--- config.mk ---
export PLATFORM = sky130hd
export DESIGN_NAME = minmax_stream_ctrl
export DESIGN_NICKNAME = d
export VERILOG_FILES = /design/src/rtl/minmax_stream_ctrl.sv
export SDC_FILE = /design/constraint.sdc
export NUM_CORES = 1
export LEC_CHECK = 0
export ABC_AREA = 1
export BUFFER_PORTS_ARGS = -buffer_cell sky130_fd_sc_hd__buf_2
export CAP_MARGIN = 5
export CORE_ASPECT_RATIO = 0.8
export CORE_MARGIN = 1.5
export CORE_UTILIZATION = 50
export DETAILED_ROUTE_END_ITERATION = 16
export GPL_TIMING_DRIVEN = 0
export PLACE_DENSITY_LB_ADDON = 0.1
export SYNTH_ARGS = -nofsm -noshare
export SYNTH_HDL_FRONTEND = slang
export SYNTH_SLANG_ARGS = --single-unit
--- constraint.sdc ---
create_clock -name clk -period 9.3 [get_ports clk]
set_clock_uncertainty 0.05 [all_clocks]
set_input_delay 2.79 -clock clk [delete_from_list [all_inputs] [get_ports clk]]
set_output_delay 2.79 -clock clk [all_outputs]
set_load 0.05 [all_outputs]
--- src/rtl/minmax_stream_ctrl.sv ---
// Streaming min/max reducer: LANES-wide combinational reduction per beat, registered running
// best across up to BEATS beats, one registered result per frame behind a valid/ready handshake.
module minmax_stream_ctrl #(
  parameter int unsigned W     = 5,
  parameter int unsigned LANES = 4,
  parameter int unsigned BEATS = 16,
  parameter int unsigned IDXW  = (LANES * BEATS > 1) ? $clog2(LANES * BEATS) : 1,
  parameter int unsigned BCW   = $clog2(BEATS + 1)
) (
  input  logic                 clk,
  input  logic                 rst,
  input  logic                 cfg_us_sel,
  input  logic                 cfg_min_max_sel,
  input  logic                 in_valid,
  output logic                 in_ready,
  input  logic [LANES*W-1:0]   in_data,
  input  logic                 in_last,
  output logic                 out_valid,
  input  logic                 out_ready,
  output logic [W-1:0]         out_result,
  output logic [IDXW-1:0]      out_index,
  output logic [BCW-1:0]       out_beats
);

  localparam int unsigned LW = (LANES > 1) ? $clog2(LANES) : 1;

  typedef enum logic [1:0] {StIdle, StAcc, StDone} state_e;

  state_e          state_q;
  logic            cfg_us_q;
  logic            cfg_mm_q;
  logic [BCW-1:0]  count_q;
  logic [W-1:0]    best_q;
  logic [IDXW-1:0] best_idx_q;
  logic            out_valid_q;

  logic            first_beat;
  logic            eff_us;
  logic            eff_mm;
  logic            accept;
  logic            final_beat;
  logic [BCW-1:0]  beat_num;
  logic [W-1:0]    win_val;
  logic [LW-1:0]   win_lane;
  logic [IDXW-1:0] win_idx;

  // Strict "a beats b" under the selected ordering; sign or zero extension by one bit.
  function automatic logic better(input logic [W-1:0] a, input logic [W-1:0] b,
                                  input logic sgn, input logic mx);
    logic signed [W:0] ea;
    logic signed [W:0] eb;
    ea = {sgn & a[W-1], a};
    eb = {sgn & b[W-1], b};
    return mx ? (ea > eb) : (ea < eb);
  endfunction

  // Any beat accepted outside ACC opens a new frame, including the DONE bypass.
  assign first_beat = (state_q != StAcc);
  assign eff_us     = first_beat ? cfg_us_sel : cfg_us_q;
  assign eff_mm     = first_beat ? cfg_min_max_sel : cfg_mm_q;
  assign in_ready   = !rst && ((state_q != StDone) || out_ready);
  assign accept     = in_valid && in_ready;
  assign beat_num   = first_beat ? '0 : count_q;
  assign final_beat = in_last || ((32'(beat_num) + 32'd1) == BEATS);

  // Scanning upward with a strict compare keeps the lowest lane on ties.
  always_comb begin
    win_val  = in_data[W-1:0];
    win_lane = '0;
    for (int k = 1; k < int'(LANES); k++) begin
      if (better(in_data[W*k +: W], win_val, eff_us, eff_mm)) begin
        win_val  = in_data[W*k +: W];
        win_lane = LW'(k);
      end
    end
  end

  assign win_idx = IDXW'(32'(beat_num) * LANES + 32'(win_lane));

  always_ff @(posedge clk or posedge rst) begin
    if (rst) begin
      state_q     <= StIdle;
      cfg_us_q    <= 1'b0;
      cfg_mm_q    <= 1'b0;
      count_q     <= '0;
      best_q      <= '0;
      best_idx_q  <= '0;
      out_valid_q <= 1'b0;
    end else if (accept) begin
      if (first_beat) begin
        cfg_us_q   <= cfg_us_sel;
        cfg_mm_q   <= cfg_min_max_sel;
        best_q     <= win_val;
        best_idx_q <= win_idx;
        count_q    <= BCW'(1);
      end else begin
        if (better(win_val, best_q, cfg_us_q, cfg_mm_q)) begin
          best_q     <= win_val;
          best_idx_q <= win_idx;
        end
        count_q <= count_q + BCW'(1);
      end
      state_q     <= final_beat ? StDone : StAcc;
      out_valid_q <= final_beat;
    end else if ((state_q == StDone) && out_ready) begin
      state_q     <= StIdle;
      out_valid_q <= 1'b0;
    end
  end

  assign out_valid  = out_valid_q;
  assign out_result = best_q;
  assign out_index  = best_idx_q;
  assign out_beats  = count_q;

endmodule

# After elaboration in Yosys (flattened, before gate mapping)

Index checks and enable logic that the tools add are counted.

Bits in registers: 21
Logic and storage cells: 62

$add $sub $neg: 3
Magnitude comparators: 8
Eq/ne operators: 4
Multiplexer cells: 23
Bitwise gates (word level): 8
Reductions and logical operators: 9

Operators by type and width:

| cell                                                   | count |
|---|---|
| two-way mux 5 bit                                      | 7 |
| > comparator 6 bit                                     | 4 |
| < comparator 6 bit                                     | 4 |
| two-way mux 6 bit                                      | 2 |
| two-way mux 2 bit                                      | 5 |
| two-way mux 1 bit                                      | 9 |
| bitwise AND 1 bit                                      | 8 |
| adder 5 x 1 -> 6 bit (second input constant)           | 1 |
| adder 6 x 2 -> 6 bit                                   | 1 |
| == test 6 x 5 -> 1 bit (second input constant)         | 1 |
| adder 5 x 1 -> 5 bit (second input constant)           | 1 |
| nonzero test 2 bit                                     | 2 |
| logical AND 1 bit                                      | 3 |
| == test 2 bit (second input constant)                  | 1 |
| logical OR 1 bit                                       | 2 |
| inequality test 2 x 1 -> 1 bit (second input constant) | 1 |
| inequality test 2 bit (second input constant)          | 1 |
| AND reduction 2 bit                                    | 1 |
| logical NOT 1 bit                                      | 1 |

# Logic depth before layout (Yosys ltp)

Depth in word-level cells: 19
Gate-level depth with buffers: 49
Depth with buffers taken out: 48

# Worst setup path before layout

Ideal clock, no wire load.

Path kind: in2reg
Start: in in_data[4]
End: reg best_idx_q[2], in the netlist out_index[2]
Library setup time: 133 ps
Arrival: 8687 ps
Slack: 430 ps
Cell stages on the path: 41
Path buffers: 1
Cells stage by stage: inv_1 > ha_1 > inv_1 > nor2_1 > nand2_1 > nand3_1 > nand2_1 > nand3_4 > nand2_8 > o21ai_0 > inv_1 > ha_1 > inv_1 > o21bai_1 > nand3_2 > nand3_1 > nand3_2 > nand2_4 > (+5 left out) > a211oi_1 > nand2_1 > xor2_1 > o21ai_0 > inv_1 > or2_2 > and2_1 > ha_1 > a21oi_1 > o221ai_1 > xnor2_1 > o211ai_1 > o21a_1 > a21oi_2 > inv_1 > clkbuf_1 > nand2_1 > o21ai_0

Elaborated cells on any way between the ends: 27
Those cells by class: add/sub: 1; order compare: 8; mux: 12; bitwise: 4; reduce/logical: 2

RTL lines:

| element                                                         | line | source |
|---|---|---|
| start, declared                                                 | 16   | `input logic [LANES*W-1:0] in_data,` |
| bitwise AND 1 bit                                               | 53   | `eb = {sgn & b[W-1], b};` |
| < comparator 6 bit / > comparator 6 bit (equally long branches) | 54   | `return mx ? (ea > eb) : (ea < eb);` |
| two-way mux 1 bit                                               | 54   |  |
| two-way mux 5 bit *                                             | 71   | `if (better(in_data[W*k +: W], win_val, eff_us, eff_mm)) begin` |
| bitwise AND 1 bit                                               | 53   |  |
| < comparator 6 bit / > comparator 6 bit (equally long branches) | 54   |  |
| two-way mux 1 bit                                               | 54   |  |
| two-way mux 5 bit *                                             | 71   |  |
| bitwise AND 1 bit                                               | 53   |  |
| < comparator 6 bit / > comparator 6 bit (equally long branches) | 54   |  |
| two-way mux 1 bit                                               | 54   |  |
| two-way mux 5 bit *                                             | 71   |  |
| named net win_val[1]                                            | 43   | `logic [W-1:0] win_val;` |
| < comparator 6 bit / > comparator 6 bit (equally long branches) | 54   |  |
| two-way mux 1 bit *                                             | 54   |  |
| nonzero test 2 bit (no source line) *                           | -    |  |
| AND reduction 2 bit (no source line) *                          | -    |  |
| end signal, assigned                                            | 94   | `best_idx_q <= win_idx;` |
| end signal, assigned                                            | 99   | `best_idx_q <= win_idx;` |
| end, declared                                                   | 34   | `logic [IDXW-1:0] best_idx_q;` |

The timed path passes the listed nets; every way through them passes the cells marked *. The select of a mux whose other input is x is not followed.
A chain may end at the register's enable or synchronous reset.

# Worst setup path after layout

Same ends and word-level chain as after synthesis.

==> run_results.csv <==
group,metric,value,unit
cts,hold_buffers,0,
final_layout,final_cell_count_no_fill,396,
die,dieArea,4570,sq um
placed_design,gp_congestion,0.841,
synth,seq_area_frac_synth,24.0,%
cts,htreeDepth,1,
global_route,grt_pass1_vias,1714,
timing,worst_slack,0.384,ns
synth,synth_cell_types,33,
synth,syn_nets,337,
cts,cts_root_buf,"clkbuf_8",
final_layout,area_delta_synth_final,21.6,%
cts,clock_sinks,20,
timing,hold_viol_final,0,
final_layout,layout_commonest_cell,"nand2_1",
placed_design,hpwl,3.64,mm
final_layout,design_area,2540,sq um
die,rows,20,
critical_path,required,9.39,ns
global_route,overflow,0,
cts,numCtsBuffers,3,
timing,relSlewSlack,47.8,%
timing,min_period_over_period,95.9,%
flow_run,maxCapViolCount,0,
drt,first_pass_iters,4,
critical_path,endpoint_kind,"register",
timing,setup_viol,0,
timing,tightest_slew,0.782,ns
cts,insertion_delay,0.26,ns
final_layout,diodes,0,
synth,synth_seq_cells,20,
die,fp.dieW,75.2,microns
drt,wl,4.47,mm
global_route,grt_max_degree,22,
synth,syn_area_per_cell,7.22,sq um
critical_path,arrival,9.00,ns
global_route,grt_pass1_wl,7.42,mm
drt,drtAntennaViolNets,0,
pwr,p_leak,1.39,nW
critical_path,critical-path-slowest-cell,"ha_1",
critical_path,worstSetupStartpointType,"input port",
cts,path_clk_slew,0.07,ns
placed_design,portBuffers,44,
die,start_util,53.4,%
critical_path,slowest_delay,0.31,ns
critical_path,crit_top_cell,"nand2_1",
global_route,grt.total_usage,21.3,%
pwr,finalPower,0.860,mW
synth,synth_cells,289,
timing,finalCriticalPeriod,8.92,ns
cts,ctsLongestPathBuffers,2,
placed_design,dp_slack,-1.01,ns
drt,wl_per_cell,11.3,microns
pwr,max-vdd-ir-drop,171,uV
drt,vias,1974,
drt,drcViolationCount,0,
cts,cts_tree,"built",
status,status,"complete, no violations",
synth,netlist_area,2090,sq um
die,core,3900,sq um
critical_path,critical_path.top_delay_family,"simple AND/OR/NAND/NOR gates",
die,ios,45,
timing,setup-tns-final,0,ns
final_layout,utilization,65.0,%
timing,slew_violations,0,
hold_path,worstHoldPathType,"reg -> reg",
timing,fmax,112,MHz
placed_design,dpl.cell_count,388,
placed_design,placed_area,2370,sq um
timing,fin_hold_ws,0.422,ns
final_layout,drive_gt1_share,31.7,%
final_layout,layout.nets,390,
drt,drtIter0Drc,78,
pwr,pwr_density_cell,339,nW/um^2
die,die_height,60.8,microns
synth,yosys_warnings,0,
critical_path,crit_buf_inv,9,
global_route,antenna_found_initial,0,
drt,vias_per_cell,4.98,
final_layout,most-common-layout-cells,"nand2_1, inv_1, buf_2",
critical_path,path_max_fanout,10,
critical_path,crit_type,"in -> reg",
-- power breakdown --
group | internal (mW) | total, mW | leakage (nW) | switching, mW
clock | 0.0377 | 0.0658 | 0.0288 | 0.0282
sequential | 0.115 | 0.136 | 0.252 | 0.0209
combinational | 0.245 | 0.658 | 1.11 | 0.413
-- layer usage --
layer / global-route usage, % / part of all wire [%] / vias to the layer above
met3: 3.99 / 3.6 / 3
met1: 31.6 / 54 / 898
met2: 33.6 / 42 / 36
met4: 2.04 / 0.18 / 0
met5: 0 / 0 / -
li1: - / - / 1037
-- cell usage after synthesis (all sizes together) --
cell,number,area (sq um)
nor2,20,105
o21bai,1,7.51
a211oi,1,7.51
ha,21,263
o21a,2,15.0
and3,1,6.26
nor3b,1,7.51
o21ai,14,81.3
clkbuf,2,7.51
a21oi,10,53.8
nand2,82,399
dfrtp,20,500
nand3,39,270
or2,3,18.8
nor3,3,15.0
nand3b,1,7.51
xnor2,2,17.5
o211ai,1,7.51
xor2,3,26.3
inv,50,188
o221ai,1,8.76
and2,6,37.5
nand4,2,12.5
o31ai,3,22.5
-- worst min-delay path, delay by kind of cell, from the launching register on --
kind,cells,cell delay [ns]
and+or+nand+nor,2,0.09
DFF,1,0.35
-- repair_timing --
| action | 4_1_cts | 5_1_grt |
|---|---|---|
| endpoints found under the setup margin | 11 | 11 |
| resized for setup | 6 | 12 |
| pin swaps | 1 | 3 |
| setup buffers | 1 | 3 |
-- cell type report --
type / instances / area (sq um)
well taps: 55 / 68.8
plain buffers: 2 / 11.3
flip-flops and latches: 20 / 500
multi-input cells: 217 / 1460
inverters: 50 / 188
clock buffers: 4 / 55.1
fillers: 378 / 1370
repair buffers: 48 / 250
-- final timing paths --
kind	startpoint	endpoint	slack [ns]	depth (start not counted)
setup / recovery	in_data[4]	out_index[2]	0.38	43
hold / removal	out_index[5]	out_index[5]	0.42	2
setup reg to reg	out_valid	out_index[2]	2.82	42
hold reg to reg	out_index[5]	out_index[5]	0.42	2
max in group asynchronous	rst	out_index[3]	6.09	2
min in group asynchronous	rst	cfg_mm_q	2.62	2
-- logic make-up after synthesis --
family | Yosys count | synth area share [%]
compound gates | 33 | 9.78
xor+xnor | 5 | 2.10
fa+ha+maj | 21 | 12.6
buf+inv | 52 | 9.36
flops | 20 | 24.0
simple gates | 158 | 42.2
-- flip-flops by register name (all words and copies together), names as in the netlist --
signal / count
out_index: 6
out_beats: 5
out_result: 5
cfg_mm_q: 1
cfg_us_q: 1
out_valid: 1
state_q: 1
Power figures use the tool's default switching activity.
